### config.mk
export PLATFORM = sky130hd
export DESIGN_NAME = arp_reply_tx
export DESIGN_NICKNAME = d
export VERILOG_FILES = /design/src/rtl/arp_pkg.sv /design/src/rtl/arp_byte_mux.sv /design/src/rtl/arp_reply_tx.sv
export SDC_FILE = /design/constraint.sdc
export NUM_CORES = 1
export LEC_CHECK = 0
export ABC_CLOCK_PERIOD_IN_PS = 4700
export BUFFER_PORTS_ARGS = -buffer_cell sky130_fd_sc_hd__clkbuf_2
export CORE_UTILIZATION = 35
export DETAILED_ROUTE_END_ITERATION = 16
export PLACE_DENSITY_LB_ADDON = 0.1
export SETUP_SLACK_MARGIN = 0.4
export SYNTH_ARGS = -nofsm -noshare
export SYNTH_HDL_FRONTEND = slang
export SYNTH_SLANG_ARGS = --single-unit
### constraint.sdc
create_clock -name clock -period 4.7 [get_ports clock]
set_clock_uncertainty 0.05 [all_clocks]
set_input_delay 0.94 -clock clock [delete_from_list [all_inputs] [get_ports clock]]
set_output_delay 0.94 -clock clock [all_outputs]
set_load 0.005 [all_outputs]
### src/rtl/arp_pkg.sv
// Shared ARP constants, frame geometry and the reply FSM state type.
// Frame geometry depends on ARP_TX_ETH_HDR_EN. When it is defined, a 14-byte Ethernet header is prepended.
package arp_pkg;

  localparam logic [15:0] ARP_HTYPE_ETH   = 16'h0001;
  localparam logic [15:0] ARP_PTYPE_IPV4  = 16'h0800;
  localparam logic [15:0] ARP_OPER_REQ    = 16'h0001;
  localparam logic [15:0] ARP_OPER_REPLY  = 16'h0002;
  localparam logic [15:0] ETHERTYPE_ARP   = 16'h0806;
  localparam int          ARP_PAYLOAD_LEN = 28;
  localparam int          ETH_HDR_LEN     = 14;

`ifdef ARP_TX_ETH_HDR_EN
  localparam int FRAME_LEN = ETH_HDR_LEN + ARP_PAYLOAD_LEN;
`else
  localparam int FRAME_LEN = ARP_PAYLOAD_LEN;
`endif

  // Index of the final byte of a frame; the 6-bit counter stops here.
  localparam logic [5:0] LAST_IDX = 6'(FRAME_LEN - 1);

  typedef enum logic [1:0] {
    IDLE = 2'd0,
    LOAD = 2'd1,
    SEND = 2'd2
  } arp_state_e;

  // Byte k (0 = most significant) of a 48-bit MAC address.
  function automatic logic [7:0] mac_byte(input logic [47:0] v, input logic [2:0] k);
    logic [47:0] t;
    t = v >> (6'd40 - {k, 3'b000});
    return t[7:0];
  endfunction

  // Byte k (0 = most significant) of a 32-bit IPv4 address.
  function automatic logic [7:0] ip_byte(input logic [31:0] v, input logic [1:0] k);
    logic [31:0] t;
    t = v >> (5'd24 - {k, 3'b000});
    return t[7:0];
  endfunction

endpackage

### src/rtl/arp_byte_mux.sv
// Combinational selection of one reply-frame byte from the byte index and latched request fields.
// When ARP_TX_ETH_HDR_EN is defined, indices 0..13 carry the Ethernet header: dst = sha, src = MY_MAC, type 0806.
module arp_byte_mux
  import arp_pkg::*;
#(
  parameter logic [31:0] MY_IP  = 32'hC0A8000A,
  parameter logic [47:0] MY_MAC = 48'h020000000001
) (
  input  logic [5:0]  idx,
  input  logic [31:0] spa,
  input  logic [47:0] sha,
  output logic [7:0]  byte_out
);

  logic [5:0] p;
  logic       hdr_hit;

  // Map the frame index to a header byte or an ARP payload byte.
  always_comb begin
    byte_out = 8'h00;
    p        = idx;
    hdr_hit  = 1'b0;
`ifdef ARP_TX_ETH_HDR_EN
    p = idx - 6'(ETH_HDR_LEN);
    if (idx < 6'd6) begin
      hdr_hit  = 1'b1;
      byte_out = mac_byte(sha, idx[2:0]);
    end else if (idx < 6'd12) begin
      hdr_hit  = 1'b1;
      byte_out = mac_byte(MY_MAC, 3'(idx - 6'd6));
    end else if (idx == 6'd12) begin
      hdr_hit  = 1'b1;
      byte_out = ETHERTYPE_ARP[15:8];
    end else if (idx == 6'd13) begin
      hdr_hit  = 1'b1;
      byte_out = ETHERTYPE_ARP[7:0];
    end
`endif
    if (!hdr_hit) begin
      if (p < 6'd8) begin
        case (p[2:0])
          3'd0:    byte_out = ARP_HTYPE_ETH[15:8];
          3'd1:    byte_out = ARP_HTYPE_ETH[7:0];
          3'd2:    byte_out = ARP_PTYPE_IPV4[15:8];
          3'd3:    byte_out = ARP_PTYPE_IPV4[7:0];
          3'd4:    byte_out = 8'd6;   // HLEN
          3'd5:    byte_out = 8'd4;   // PLEN
          3'd6:    byte_out = ARP_OPER_REPLY[15:8];
          default: byte_out = ARP_OPER_REPLY[7:0];
        endcase
      end else if (p < 6'd14) begin
        byte_out = mac_byte(MY_MAC, 3'(p - 6'd8));
      end else if (p < 6'd18) begin
        byte_out = ip_byte(MY_IP, 2'(p - 6'd14));
      end else if (p < 6'd24) begin
        byte_out = mac_byte(sha, 3'(p - 6'd18));
      end else if (p < 6'd28) begin
        byte_out = ip_byte(spa, 2'(p - 6'd24));
      end
    end
  end

endmodule

### src/rtl/arp_reply_tx.sv
// ARP reply transmitter: on a request for MY_IP, streams an opcode-2 reply byte-serially.
// Build option ARP_TX_ETH_HDR_EN prepends a 14-byte Ethernet header (42 bytes instead of 28).
// Stream handshake: a byte moves on a rising edge where tx_valid & tx_ready; while tx_valid=1 and
// tx_ready=0, tx_data/tx_valid/tx_last hold; the next byte is presented the cycle after a transfer.
module arp_reply_tx
  import arp_pkg::*;
#(
  parameter logic [31:0] MY_IP  = 32'hC0A8000A,
  parameter logic [47:0] MY_MAC = 48'h020000000001
) (
  input  logic        clock,
  input  logic        aclr,
  input  logic        req_valid,
  input  logic [31:0] req_spa,
  input  logic [47:0] req_sha,
  input  logic [31:0] req_tpa,
  output logic        busy,
  output logic [7:0]  tx_data,
  output logic        tx_valid,
  input  logic        tx_ready,
  output logic        tx_last,
  output logic [7:0]  drop_cnt,
  output logic [1:0]  state_dbg
);

  arp_state_e  state_q, state_d;
  logic [5:0]  cnt_q, cnt_d;
  logic [31:0] spa_q, spa_d;
  logic [47:0] sha_q, sha_d;
  logic [7:0]  drop_q, drop_d;
  logic [7:0]  mux_byte;

  arp_byte_mux #(
    .MY_IP  (MY_IP),
    .MY_MAC (MY_MAC)
  ) u_mux (
    .idx      (cnt_q),
    .spa      (spa_q),
    .sha      (sha_q),
    .byte_out (mux_byte)
  );

  // State, counter, latched fields and drop counter; aclr clears everything at once.
  always_ff @(posedge clock or posedge aclr) begin
    if (aclr) begin
      state_q <= IDLE;
      cnt_q   <= 6'd0;
      spa_q   <= 32'd0;
      sha_q   <= 48'd0;
      drop_q  <= 8'd0;
    end else begin
      state_q <= state_d;
      cnt_q   <= cnt_d;
      spa_q   <= spa_d;
      sha_q   <= sha_d;
      drop_q  <= drop_d;
    end
  end

  // Next-state, field capture, byte advance and drop accounting.
  always_comb begin
    state_d = state_q;
    cnt_d   = cnt_q;
    spa_d   = spa_q;
    sha_d   = sha_q;
    drop_d  = drop_q;
    case (state_q)
      IDLE: begin
        if (req_valid && (req_tpa == MY_IP)) begin
          state_d = LOAD;
          spa_d   = req_spa;   // captured on the request edge so later input changes are ignored
          sha_d   = req_sha;
        end
      end
      LOAD: begin
        cnt_d   = 6'd0;
        state_d = SEND;
      end
      SEND: begin
        if (tx_ready) begin
          if (cnt_q == LAST_IDX) state_d = IDLE;
          else                   cnt_d   = cnt_q + 6'd1;
        end
      end
      default: state_d = IDLE;
    endcase
    // Any request that does not start a reply is counted, including one on the last-byte edge.
    if (req_valid && ((state_q != IDLE) || (req_tpa != MY_IP)) && (drop_q != 8'hFF))
      drop_d = drop_q + 8'd1;
  end

  // Outputs decode directly from state so aclr removes tx_valid without waiting for a clock.
  always_comb begin
    busy      = (state_q != IDLE);
    tx_valid  = (state_q == SEND);
    tx_last   = tx_valid && (cnt_q == LAST_IDX);
    tx_data   = tx_valid ? mux_byte : 8'h00;
    drop_cnt  = drop_q;
    state_dbg = state_q;
  end

endmodule
# Word-level counts from Yosys, hierarchy flattened
# Cells that the tools add are included.
[totals] wordCells=67 ff_bits=96 out_inout_bits=21 input_bits=116
[op_classes] n_reduce_logical=13 n_eq_ne=16 magnitude_cmp=5 shifts=4 muxes=14 add_sub_neg=10
[ops] cell="$mux W8" count=6
[ops] cell="$shr A48 B6 Y8" count=1
[ops] cell="$shr A42 B6 Y8 const A" count=1
[ops] cell="$eq A32 B32 Y1 const B" count=1
[ops] cell="$ne A32 B32 Y1 const B" count=1
[ops] cell="$shr A32 B5 Y8" count=1
[ops] cell="$shr A32 B5 Y8 const A" count=1
[ops] cell="$pmux W4 S5" count=1
[ops] cell="$lt A6 B5 Y1 const B" count=3
[ops] cell="$lt A6 B4 Y1 const B" count=2
[ops] cell="$mux W6" count=2
[ops] cell="$pmux W6 S2" count=1
[ops] cell="$sub A6 B6 Y6 const A" count=2
[ops] cell="$sub A5 B5 Y5 const A" count=2
[ops] cell="$eq A3 B3 Y1 const B" count=3
[ops] cell="$add A8 B1 Y8 const B" count=1
[ops] cell="$ne A8 B8 Y1 const B" count=1
[ops] cell="$add A6 B1 Y6 const B" count=1
[ops] cell="$eq A3 B2 Y1 const B" count=2
[ops] cell="$eq A6 B5 Y1 const B" count=1
[ops] cell="$mux W2" count=3
[ops] cell="$pmux W2 S3" count=1
[ops] cell="$reduce_and A3 Y1" count=2
[ops] cell="$logic_and A1 B1 Y1" count=4
[ops] cell="15 further kinds" count=18

# Logic depth before layout (Yosys ltp)
# Gate-level depths: netlist (run 1).
[depth] word_depth=9 depth_mapped=10 ltp_nobuf=7

# Modules after synthesis
# A second synthesis (run 1) with hierarchy kept.
[unflattened] cells_unflattened=412 hier_area_um2=5505.3
[by_module_without_submodules] module="arp_reply_tx" cells_each=275 area_each_um2=4424.2 instances=1 seq_area_each_um2=2402.3
[by_module_without_submodules] module="arp_byte_mux" cells_each=137 area_each_um2=1081.0 instances=1 seq_area_each_um2=0.0

# Worst setup path after synthesis (run 1)
# OpenSTA, ideal clock, no wires.
[synth_timing] path_type="register to output" from="register cnt_q[1]" to="output port tx_data[6]" arrival_time_ns=2.632 n_path_buf=3 path_stages_with_launch=11 t_required_ns=3.710 path_slack_ns=1.078 path_cell_list="dfrtp_1 -> clkbuf_1 -> clkbuf_1 -> inv_1 -> ha_1 -> clkbuf_1 -> mux4_2 -> nand2_1 -> o21ai_0 -> a221oi_1 -> nor3_1"
[synth_between] elab_chain_cells=9 word_cells_on_any_way=23 classes_between="add/sub: 8; order compare: 5; shift: 4; mux: 6"
[synth_lines] item="start: declaration" line_no="arp_reply_tx.sv:27" source="logic [5:0] cnt_q, cnt_d;"
[synth_lines] item="start signal: assignment" line_no="arp_reply_tx.sv:53" source="cnt_q <= cnt_d;"
[synth_lines] item="parallel branches: the longest is 7 deep, another holds $sub A6 B6 Y6"
[synth_lines] item="$mux W8 (*)" line_no="arp_byte_mux.sv:40" source="if (p < 6'd8) begin"
[synth_lines] item="$mux W8 (*)" line_no="arp_reply_tx.sv:97" source="tx_data = tx_valid ? mux_byte : 8'h00;"
[synth_lines] item="end: declaration" line_no="arp_reply_tx.sv:18" source="output logic [7:0] tx_data,"
# Every way passes the cells marked *.

# Worst setup path in the final report (run 1)
[layout_timing] from="register cnt_q[0]" to="output port tx_data[1]"
# Same word-level chain as after synthesis.

==> results of run 1 <==
-- logic make-up after synthesis --
kind of cell / Yosys count / share of synthesized area (%)
compound gates: 31 / 4.16
xor+xnor: 9 / 1.52
fa+ha+maj: 8 / 1.93
buf+inv: 29 / 4.89
flops: 96 / 46.4
mux: 107 / 32.3
simple gates: 84 / 8.80
-- power groups by stage --
stage | logic [mW] | clock network [mW] | registers [mW]
after CTS | 0.759 | 0.840 | 1.05
after global routing | 0.838 | 0.870 | 1.07
final | 0.752 | 0.815 | 1.05
after global placement | 0.752 | 0 | 1.07
after floorplan | 0.561 | 0 | 0.969
after detailed placement | 0.757 | 0 | 1.07
-- registers in the layout, summed over array words and instances (netlist names) --
register / count
cnt_q: 6
spa_q: 32
sha_q: 48
state_dbg: 2
drop_cnt: 8
-- path summary, 6_finish.rpt --
check | end | from
min | drop_cnt[6] | drop_cnt[6]
max | tx_data[1] | cnt_q[0]
min reg2reg | drop_cnt[6] | drop_cnt[6]
min in group asynchronous | sha_q[2] | aclr
max reg2reg | spa_q[13] | state_dbg[1]
max in group asynchronous | spa_q[7] | aclr
-- per-layer routing --
layer	vias up	global-route usage, %
met5	-	0
met4	0	3.84
met3	8	5.49
met2	83	25.8
met1	1711	22.7
li1	1595	-
-- stage by stage --
stage / worst slack, ns / utilization, %
floorplan: 1.08 / -
global placement: 1.24 / 40.9
detailed placement: 1.15 / 40.9
CTS: 0.760 / 43.2
global route: 0.562 / 43.2
finish: 0.801 / 43.2
-- area by class of cell --
cell class / instances / area, um2 / area share (%)
flip-flops and latches: 96 / 2400 / 38.5
repair buffers: 141 / 731 / 11.7
well taps: 184 / 230 / 3.68
clock inverters: 2 / 60.1 / 0.961
multi-input cells: 239 / 2520 / 40.3
inverters: 8 / 32.5 / 0.521
clock buffers: 14 / 274 / 4.38
-- synthesized netlist by cell type (2+ instances only) --
cell	number
dfrtp_1	96
mux2_4	79
nand2_1	25
mux4_2	16
nor2_1	12
nor3_1	11
mux2i_1	10
o21ai_0	10
buf_12	8
clkbuf_1	8
ha_1	8
inv_1	8
a221oi_1	6
xnor2_1	6
nand3_1	4
nand4_1	4
nor4_1	4
or3_1	4
a31oi_1	3
nand2b_1	3
nor3b_1	3
nor4bb_1	3
xor2_1	3
a211oi_1	2
a21oi_1	2
buf_2	2
mux2_2	2
o31ai_1	2
==> results.json, run 1 <==
{
  "die_w_um": 124,
  "whs_ns": 0.454,
  "hold_buffers": 0,
  "maxCapViolations": 0,
  "core_um2": 14500,
  "rsz0062_at_grt": "false",
  "tightest_slew_ns": 0.971,
  "cts_root_buf": "clkbuf_16",
  "cts_buffer_depth": 2,
  "antenna_found_initial": 0,
  "synth.distinct_cells": 48,
  "comb_power_share_pct": 28.8,
  "num_antenna_cells": 0,
  "place_congestion": 0.799,
  "layout_commonest_cell": "clkbuf_2",
  "clk_latency_ns": 0.35,
  "worstHoldPathType": "reg2reg",
  "cts_tree": "done",
  "drv_slew": 0,
  "wl_met1_um": 5510,
  "crit_chain": "inv_1 -> ha_1 -> or3_1 -> o31ai_1 -> o32ai_1 -> a31oi_1 -> clkbuf_2",
  "critical_path_peak_fanout": 32,
  "p_switching_uw": 861,
  "synthArstFlopShare_pct": 100,
  "ys_ff_latch": 96,
  "placedInstanceArea_um2": 5920,
  "p_sw_share_pct": 33.0,
  "wl_met3_um": 668,
  "syn_to_final_growth_pct": 20.8,
  "wl_met2_um": 5550,
  "endpoint_kind": "output pin",
  "syn_avg_cell_area_um2": 14.2,
  "row_count": 44,
  "hold_viol": 0,
  "fillers": 1353,
  "initial_utilization_pct": 35.7,
  "port_buffers": 136,
  "status": "completed",
  "ff2ff_path_depth": 6,
  "grt_max_degree": 62,
  "synth.top_cell.area_share_pct": 46.4,
  "clkTransAtPathRegs_ns": 0.07,
  "track_usage_pct": 16.7,
  "power.internal_mw": 1.75,
  "cts_resized": 0,
  "grt_pass1_vias": 3491,
  "final_antenna_net_count": 0,
  "synth_area_leaders": "dfrtp_1, mux2_4, mux4_2",
  "syn_nets": 488,
  "drt_iter0_drc": 164,
  "period_share_pct": 83.0,
  "critical_path_arrival_ns": 2.91,
  "final_cell_mix": "clkbuf_2, dfrtp_1, mux2_4",
  "power_frac_clock_pct": 31.2,
  "cp_num_cells": 7,
  "yosys_warnings": 0,
  "crit_path_start_kind": "flip-flop",
  "dp_hpwl_um": 8720,
  "pwr-share-seq_pct": 40.0,
  "clock.fmax_mhz": 256,
  "synth_ff_type": "dfrtp_1",
  "max_slew_margin_pct": 35.3,
  "syn-instance-count": 364,
  "cpMaxStageDelayCell": "dfrtp_2",
  "cp.required_ns": 3.71,
  "critPathKind": "reg2out",
  "die_area_um2": 15300,
  "drc": 0,
  "ir_drop_mv": 0.259,
  "powerDensity_nw_per_um2": 418,
  "r2r_setup_slack_ns": 1.91,
  "highest_layer": "met4",
  "die_h_um": 124,
  "vias": 3397,
  "wire_per_inst_um": 17.3,
  "via_per_inst": 4.97,
  "crit_buf_inv": 2,
  "cpLargestDelayFamily": "flip-flops",
  "total_power_mw": 2.61,
  "crit_path_max_incr_delay_ns": 1.01,
  "fin_area_um2": 6250,
  "cts_max_level": 3,
  "period_minus_slack_ns": 3.90,
  "grt_pass1_wl_um": 18800,
  "cts_sinks": 96,
  "firstDrtPassIters": 4,
  "grt_remaining_overflow": 0,
  "finalNetCount": 619,
  "io_pins": 137,
  "synth-seq-area-share_pct": 46.4,
  "p_leak_nw": 3.04,
  "worstHoldPathCells": 1,
  "fin_cells": 684,
  "synth_edf_count": 0,
  "wirelength_um": 11800,
  "place_inst": 668,
  "yosys.area.top_type": "dfrtp_1",
  "cts_setup_buffers": 0,
  "drive_gt1_share_pct": 51.6,
  "synth_area_um2": 5170,
  "numCtsBuffers": 9,
  "setup_viol": 0,
  "final.setup.tns_ns": 0
}
(Power assumes the default switching activity.)
==> inputs of run 2 (changes only) <==
--- a/config.mk
+++ b/config.mk
@@ -5,7 +5,8 @@
 export SDC_FILE = /design/constraint.sdc
 export NUM_CORES = 1
 export LEC_CHECK = 0
-export ABC_CLOCK_PERIOD_IN_PS = 4700
+export ABC_AREA = 1
+export ABC_CLOCK_PERIOD_IN_PS = 3810
 export BUFFER_PORTS_ARGS = -buffer_cell sky130_fd_sc_hd__clkbuf_2
 export CORE_UTILIZATION = 35
 export DETAILED_ROUTE_END_ITERATION = 16
==> constraint.sdc (replaced) <==
create_clock -name clock -period 3.81 [get_ports clock]
set_clock_uncertainty 0.05 [all_clocks]
set_input_delay 0.762 -clock clock [delete_from_list [all_inputs] [get_ports clock]]
set_output_delay 0.762 -clock clock [all_outputs]
set_load 0.005 [all_outputs]
==> run 2 against run 1 <==
- area after synthesis grew 5.7%
- sequential power grew 9%
- sequential share of layout area shrank 1.4 points
- clock power grew 2%
- first-iteration DRC count grew 74%
- largest cell class unchanged
- highest routed layer unchanged
==> results.json, run 2 <==
{
  "critical_path_arrival_ns": 2.34,
  "cts_max_level": 3,
  "critical_path_peak_fanout": 9,
  "yosys_warnings": 0,
  "drv_slew": 0,
  "status": "completed",
  "r2r_start": "cnt_q[0]",
  "final.setup.tns_ns": 0,
  "cpLargestDelayFamily": "compound AO/OA/AOI/OAI gates",
  "row_count": 45,
  "grt_remaining_overflow": 0,
  "cts_buffer_depth": 2,
  "max_slew_margin_pct": 38.5,
  "cts_setup_buffers": 0,
  "fillers": 1611,
  "initial_utilization_pct": 36.0,
  "r2r_setup_slack_ns": 1.81,
  "cts_root_buf": "clkbuf_16",
  "p_sw_share_pct": 39.2,
  "r2r_end": "cnt_q[0]",
  "power.internal_mw": 1.94,
  "synth_area_leaders": "dfrtp_1, nand2_1, nand4_1",
  "cpMaxStageDelayCell": "dfrtp_1",
  "final_antenna_net_count": 0,
  "crit_path_start_kind": "flip-flop",
  "track_usage_pct": 20.8,
  "wire_per_inst_um": 15.3,
  "vias": 5325,
  "syn_to_final_growth_pct": 18.4,
  "power_frac_clock_pct": 26.1,
  "place_congestion": 0.856,
  "period_share_pct": 82.7,
  "critPathKind": "reg2out",
  "cts_tree": "done",
  "core_um2": 15200,
  "cpMostUsedCell": "a21oi_1",
  "ff2ff_path_depth": 7,
  "clock.fmax_mhz": 317,
  "via_per_inst": 5.08,
  "comb_power_share_pct": 38.3,
  "synth_area_um2": 5470,
  "crit_chain": "ha_1 -> nand2_1 -> clkinv_1 -> o211ai_1 -> nand3_1 -> a21oi_1 -> a21oi_1 -> clkbuf_2",
  "tightest_slew_ns": 0.922,
  "drive_gt1_share_pct": 20.0,
  "clk_latency_ns": 0.35,
  "die_area_um2": 16100,
  "ir_drop_mv": 0.285,
  "timing.final.ws_setup_ns": 0.659,
  "synth_edf_count": 0,
  "die_w_um": 127,
  "grt_pass1_wl_um": 26200,
  "numCtsBuffers": 9,
  "cp.required_ns": 3.00,
  "crit_path_max_incr_delay_ns": 0.46,
  "crit_buf_inv": 2,
  "drt_iter0_drc": 286,
  "worstHoldPathType": "in2async",
  "grt_pass1_vias": 5118,
  "period_minus_slack_ns": 3.15,
  "synth-seq-area-share_pct": 43.9,
  "rsz0062_at_grt": "false",
  "hold_buffers": 0,
  "largest_register_ff_count": 48,
  "antenna_found_initial": 0,
  "p_switching_mw": 1.25,
  "layout_commonest_cell": "nand2_1",
  "p_leak_nw": 3.54,
  "pwr-share-seq_pct": 35.6,
  "cts_sinks": 96,
  "ys_ff_latch": 96,
  "synth.top_cell.area_share_pct": 43.9,
  "finalNetCount": 980,
  "io_pins": 137,
  "cts_resized": 0,
  "syn_avg_cell_area_um2": 7.33,
  "grt_max_degree": 82,
  "syn-instance-count": 746,
  "hold_viol": 0,
  "ys_top_cells_by_count": "nand2_1, dfrtp_1, nand4_1",
  "firstDrtPassIters": 5,
  "synth.distinct_cells": 31,
  "synth_ff_type": "dfrtp_1",
  "dp_hpwl_um": 11900,
  "endpoint_kind": "output pin",
  "drc": 0,
  "maxCapViolations": 0,
  "syn_nets": 870,
  "dp_slack_ns": 1.00,
  "clkTransAtPathRegs_ns": 0.07,
  "powerDensity_nw_per_um2": 493,
  "setup_viol": 0,
  "synthArstFlopShare_pct": 100,
  "yosys.area.top_type": "dfrtp_1",
  "port_buffers": 136,
  "synth.most_common_cell": "nand2_1",
  "total_power_mw": 3.19,
  "wirelength_um": 16000,
  "top_register": "sha_q",
  "die_h_um": 127,
  "num_antenna_cells": 0,
  "final_cell_mix": "nand2_1, clkbuf_2, dfrtp_1"
}
-- run 2: cell types whose count changed in the layout (fill, tap and decap cells not counted), moves of 10 or more --
| cell | previous run | this run |
|---|---|---|
| o21ai_0 | 10 | 27 |
| nand4_1 | 4 | 90 |
| mux2_4 | 79 | 0 |
| nand3_1 | 4 | 49 |
| mux2i_1 | 10 | 0 |
| mux4_2 | 16 | 0 |
| nor3_1 | 11 | 1 |
| inv_1 | 7 | 49 |
| nand2_1 | 25 | 289 |
| nor2_1 | 12 | 41 |
-- run 2: metrics by stage --
| step | instances | util, % | area (um2) | hold slack, ns |
|---|---|---|---|---|
| 2_1_floorplan | 746 | - | 5470 | 0.384 |
| 3_3_place_gp | 1033 | 40.9 | 6210 | 0.402 |
| 3_5_place_dp | 1033 | 40.9 | 6210 | 0.408 |
| 4_1_cts | 1049 | 42.6 | 6470 | 0.424 |
| 5_1_grt | 1049 | 42.6 | 6470 | 0.446 |
| 6_report | 1049 | 42.6 | 6470 | 0.421 |
-- run 2: worst reg2reg max path, stage by stage, from the launching register on --
cell and delay (ns):
dfrtp_1 0.34, buf_4 0.44, ha_1 0.36, nand2_1 0.13
nand3_1 0.08, nand2_1 0.23, nand3_1 0.13, o21ai_0 0.10
-- run 2: cell families (layout without fill, tap and decap cells) --
| kind of cell | after synthesis | in the layout | synth area share (%) |
|---|---|---|---|
| xor gates and xnor gates | 7 | 7 | 1.12 |
| and+or+nand+nor | 484 | 484 | 39.7 |
| buffers and inverters | 101 | 216 | 8.46 |
| AOI/OAI and AO/OA | 50 | 50 | 4.99 |
| adders and majority gates | 8 | 8 | 1.83 |
| DFF | 96 | 96 | 43.9 |
-- run 2: layer usage --
metal | track usage [%] | wire length (um) | vias up
met5 | 0 | 0 | -
met4 | 7.42 | 267 | 0
met3 | 3.48 | 845 | 13
met2 | 31.8 | 7110 | 140
met1 | 29.6 | 7800 | 2497
li1 | - | - | 2675
-- run 2: worst max-delay path by stage --
stage | from | to | slack [ns] | cells past startpoint
after floorplan | aclr | cnt_q[0] | 0.49 | 1
after global placement | cnt_q[2] | tx_data[5] | 0.99 | 8
after detailed placement | cnt_q[2] | tx_data[5] | 1.00 | 8
after CTS | cnt_q[2] | tx_data[5] | 0.61 | 8
after global routing | cnt_q[0] | tx_data[0] | 0.44 | 9
final | cnt_q[2] | tx_data[5] | 0.66 | 8
-- run 2: layout make-up --
cell class | instances | area [um2] | share of cell area, %
Clock buffer | 14 | 244 | 3.77
Inverter | 51 | 193 | 2.98
Timing Repair Buffer | 149 | 778 | 12.0
Clock inverter | 2 | 16.3 | 0.251
Tap cell | 188 | 235 | 3.63
Sequential cell | 96 | 2400 | 37.1
Multi-Input combinational cell | 549 | 2610 | 40.2
-- run 2: power groups by stage --
stage	logic [mW]	registers, mW	clock network [mW]
2_1_floorplan	0.782	1.14	0
3_5_place_dp	1.23	1.15	0
5_1_grt	1.39	1.15	0.897
3_3_place_gp	1.24	1.15	0
6_report	1.22	1.14	0.833
4_1_cts	1.23	1.14	0.862
==> inputs of run 3 (changes only) <==
--- a/config.mk
+++ b/config.mk
@@ -5,8 +5,8 @@
 export SDC_FILE = /design/constraint.sdc
 export NUM_CORES = 1
 export LEC_CHECK = 0
-export ABC_AREA = 1
-export ABC_CLOCK_PERIOD_IN_PS = 3810
+export ABC_AREA = 0
+export ABC_CLOCK_PERIOD_IN_PS = 3000
 export BUFFER_PORTS_ARGS = -buffer_cell sky130_fd_sc_hd__clkbuf_2
 export CORE_UTILIZATION = 35
 export DETAILED_ROUTE_END_ITERATION = 16
==> constraint.sdc (replaced) <==
create_clock -name clock -period 3 [get_ports clock]
set_clock_uncertainty 0.05 [all_clocks]
set_input_delay 0.6 -clock clock [delete_from_list [all_inputs] [get_ports clock]]
set_output_delay 0.6 -clock clock [all_outputs]
set_load 0.005 [all_outputs]
==> run 3 against run 2 <==
- setup slack worse by 0.60 ns
- cell count fell by 32%
- highest routed layer unchanged
- first-iteration DRC count is 28% lower
- global-route usage decreased by 3.4 points
- via count is 35% lower
- worst hold slack lost 0.19 ns
- total power rose by 44%
- clock power is 30% higher
==> results.json, run 3 (synthesized netlist as in run 1, its figures left out) <==
{
  "status": "completed",
  "cts_sinks": 96,
  "fin_util_pct": 46.4,
  "finalNetCount": 648,
  "tightest_slew_ns": 0.576,
  "grt_pass1_vias": 3614,
  "drive_gt1_share_pct": 61.4,
  "clkTransAtPathRegs_ns": 0.07,
  "crit_path_start_kind": "flip-flop",
  "num_antenna_cells": 0,
  "fin_area_um2": 6720,
  "place_congestion": 0.798,
  "wirelength_um": 12300,
  "worstHoldPathType": "in2async",
  "cts_max_level": 3,
  "maxCapViolations": 0,
  "fin_cells": 713,
  "drc": 0,
  "cts_root_buf": "clkbuf_16",
  "timing.final.ws_setup_ns": 0.0639,
  "cts_tree": "done",
  "critPathKind": "reg2out",
  "hold_viol": 0,
  "via_per_inst": 4.86,
  "endpoint_kind": "output pin",
  "rsz0062_at_grt": "true",
  "period_minus_slack_ns": 2.94,
  "firstDrtPassIters": 4,
  "place_inst": 678,
  "hold_buffers": 0,
  "placedInstanceArea_um2": 6030,
  "powerDensity_nw_per_um2": 682,
  "clk_latency_ns": 0.34,
  "drv_slew": 0,
  "total_power_mw": 4.58,
  "ff2ff_path_depth": 6,
  "grt_remaining_overflow": 0,
  "layout_commonest_cell": "clkbuf_2",
  "die_h_um": 124,
  "die_area_um2": 15300,
  "dp_slack_ns": 0.258,
  "grt_max_degree": 46,
  "critical_path_peak_fanout": 4,
  "final_antenna_net_count": 0,
  "wl_met2_um": 5750,
  "syn_to_final_growth_pct": 29.9,
  "wire_per_inst_um": 17.3,
  "io_pins": 137,
  "cp.required_ns": 2.35,
  "dp_hpwl_um": 8800,
  "fillers": 1354,
  "critical_path_arrival_ns": 2.29,
  "cts_buffer_depth": 2,
  "numCtsBuffers": 9,
  "drt_iter0_drc": 205,
  "track_usage_pct": 17.4,
  "clock.fmax_mhz": 341,
  "highest_layer": "met4",
  "largest_register_ff_count": 48,
  "antenna_found_initial": 0,
  "setup_viol": 0,
  "grt_pass1_wl_um": 19600,
  "ir_drop_mv": 0.457,
  "core_um2": 14500,
  "die_w_um": 124,
  "initial_utilization_pct": 35.7,
  "max_slew_margin_pct": 61.4,
  "wl_met1_um": 5870,
  "top_register": "sha_q",
  "wl_met3_um": 492,
  "period_share_pct": 97.9,
  "final_cell_mix": "clkbuf_2, dfrtp_1, mux2_4",
  "port_buffers": 136,
  "row_count": 44,
  "vias": 3468,
  "p_leak_nw": 3.24
}
-- run 3: cell count changes in the layout (fill, tap and decap cells not counted), sizes merged, moves of 32 or more --
cell,before,now
inv,49,7
nand2,289,25
nand3,50,4
mux2,0,81
nor2,45,13
nand4,91,4
-- run 3: metal layers --
layer / global-route usage [%] / vias up
met5: 0 / -
met1: 24.8 / 1716
li1: - / 1657
met2: 26.1 / 84
met3: 3.62 / 11
met4: 5.80 / 0
-- run 3: stage by stage --
stage | hold slack [ns] | TNS (ns)
2_1_floorplan | 0.425 | 0
3_3_place_gp | 0.441 | 0
3_5_place_dp | 0.440 | 0
4_1_cts | 0.234 | 0
5_1_grt | 0.266 | -0.00796
6_report | 0.233 | 0
-- run 3: report_power, final --
group          internal [mW]  total [mW]  switching [mW]
logic                  0.988        1.94           0.954
registers               1.40        1.57           0.167
clock network          0.587        1.08           0.488
-- run 3: cell type report --
class | instances | area, um2 | area share [%]
clock buffers | 12 | 246 | 3.67
clock inverters | 4 | 30.0 | 0.447
inverters | 8 | 38.8 | 0.577
multi-input cells | 239 | 2740 | 40.7
flip-flops and latches | 96 | 2410 | 35.8
well taps | 184 | 230 | 3.43
repair buffers | 170 | 1030 | 15.3
-- run 3: repair_timing --
item | CTS | global route
endpoints found under the setup margin | 8 | 9
setup buffers | 19 | 0
gates resized for setup | 52 | 19
pin swaps | 23 | 13
-- run 3: path summary, 6_finish.rpt --
check | startpoint | endpoint | slack [ns]
setup / recovery | cnt_q[1] | tx_data[3] | 0.06
hold / removal | aclr | sha_q[40] | 0.23
setup reg to reg | state_dbg[1] | sha_q[22] | 0.55
hold reg to reg | spa_q[22] | spa_q[22] | 0.46
max in group asynchronous | aclr | sha_q[21] | 1.99
min in group clock | req_sha[13] | sha_q[13] | 0.43
-- run 3: critical path, stage by stage (launching register included) --
cell	delay [ns]
dfrtp_1	0.36
buf_6	0.12
inv_6	0.03
ha_4	0.30
buf_12	0.11
mux4_2	0.34
nand2_2	0.11
o21ai_4	0.08
a221oi_2	0.26
nor3_1	0.08
buf_2	0.15
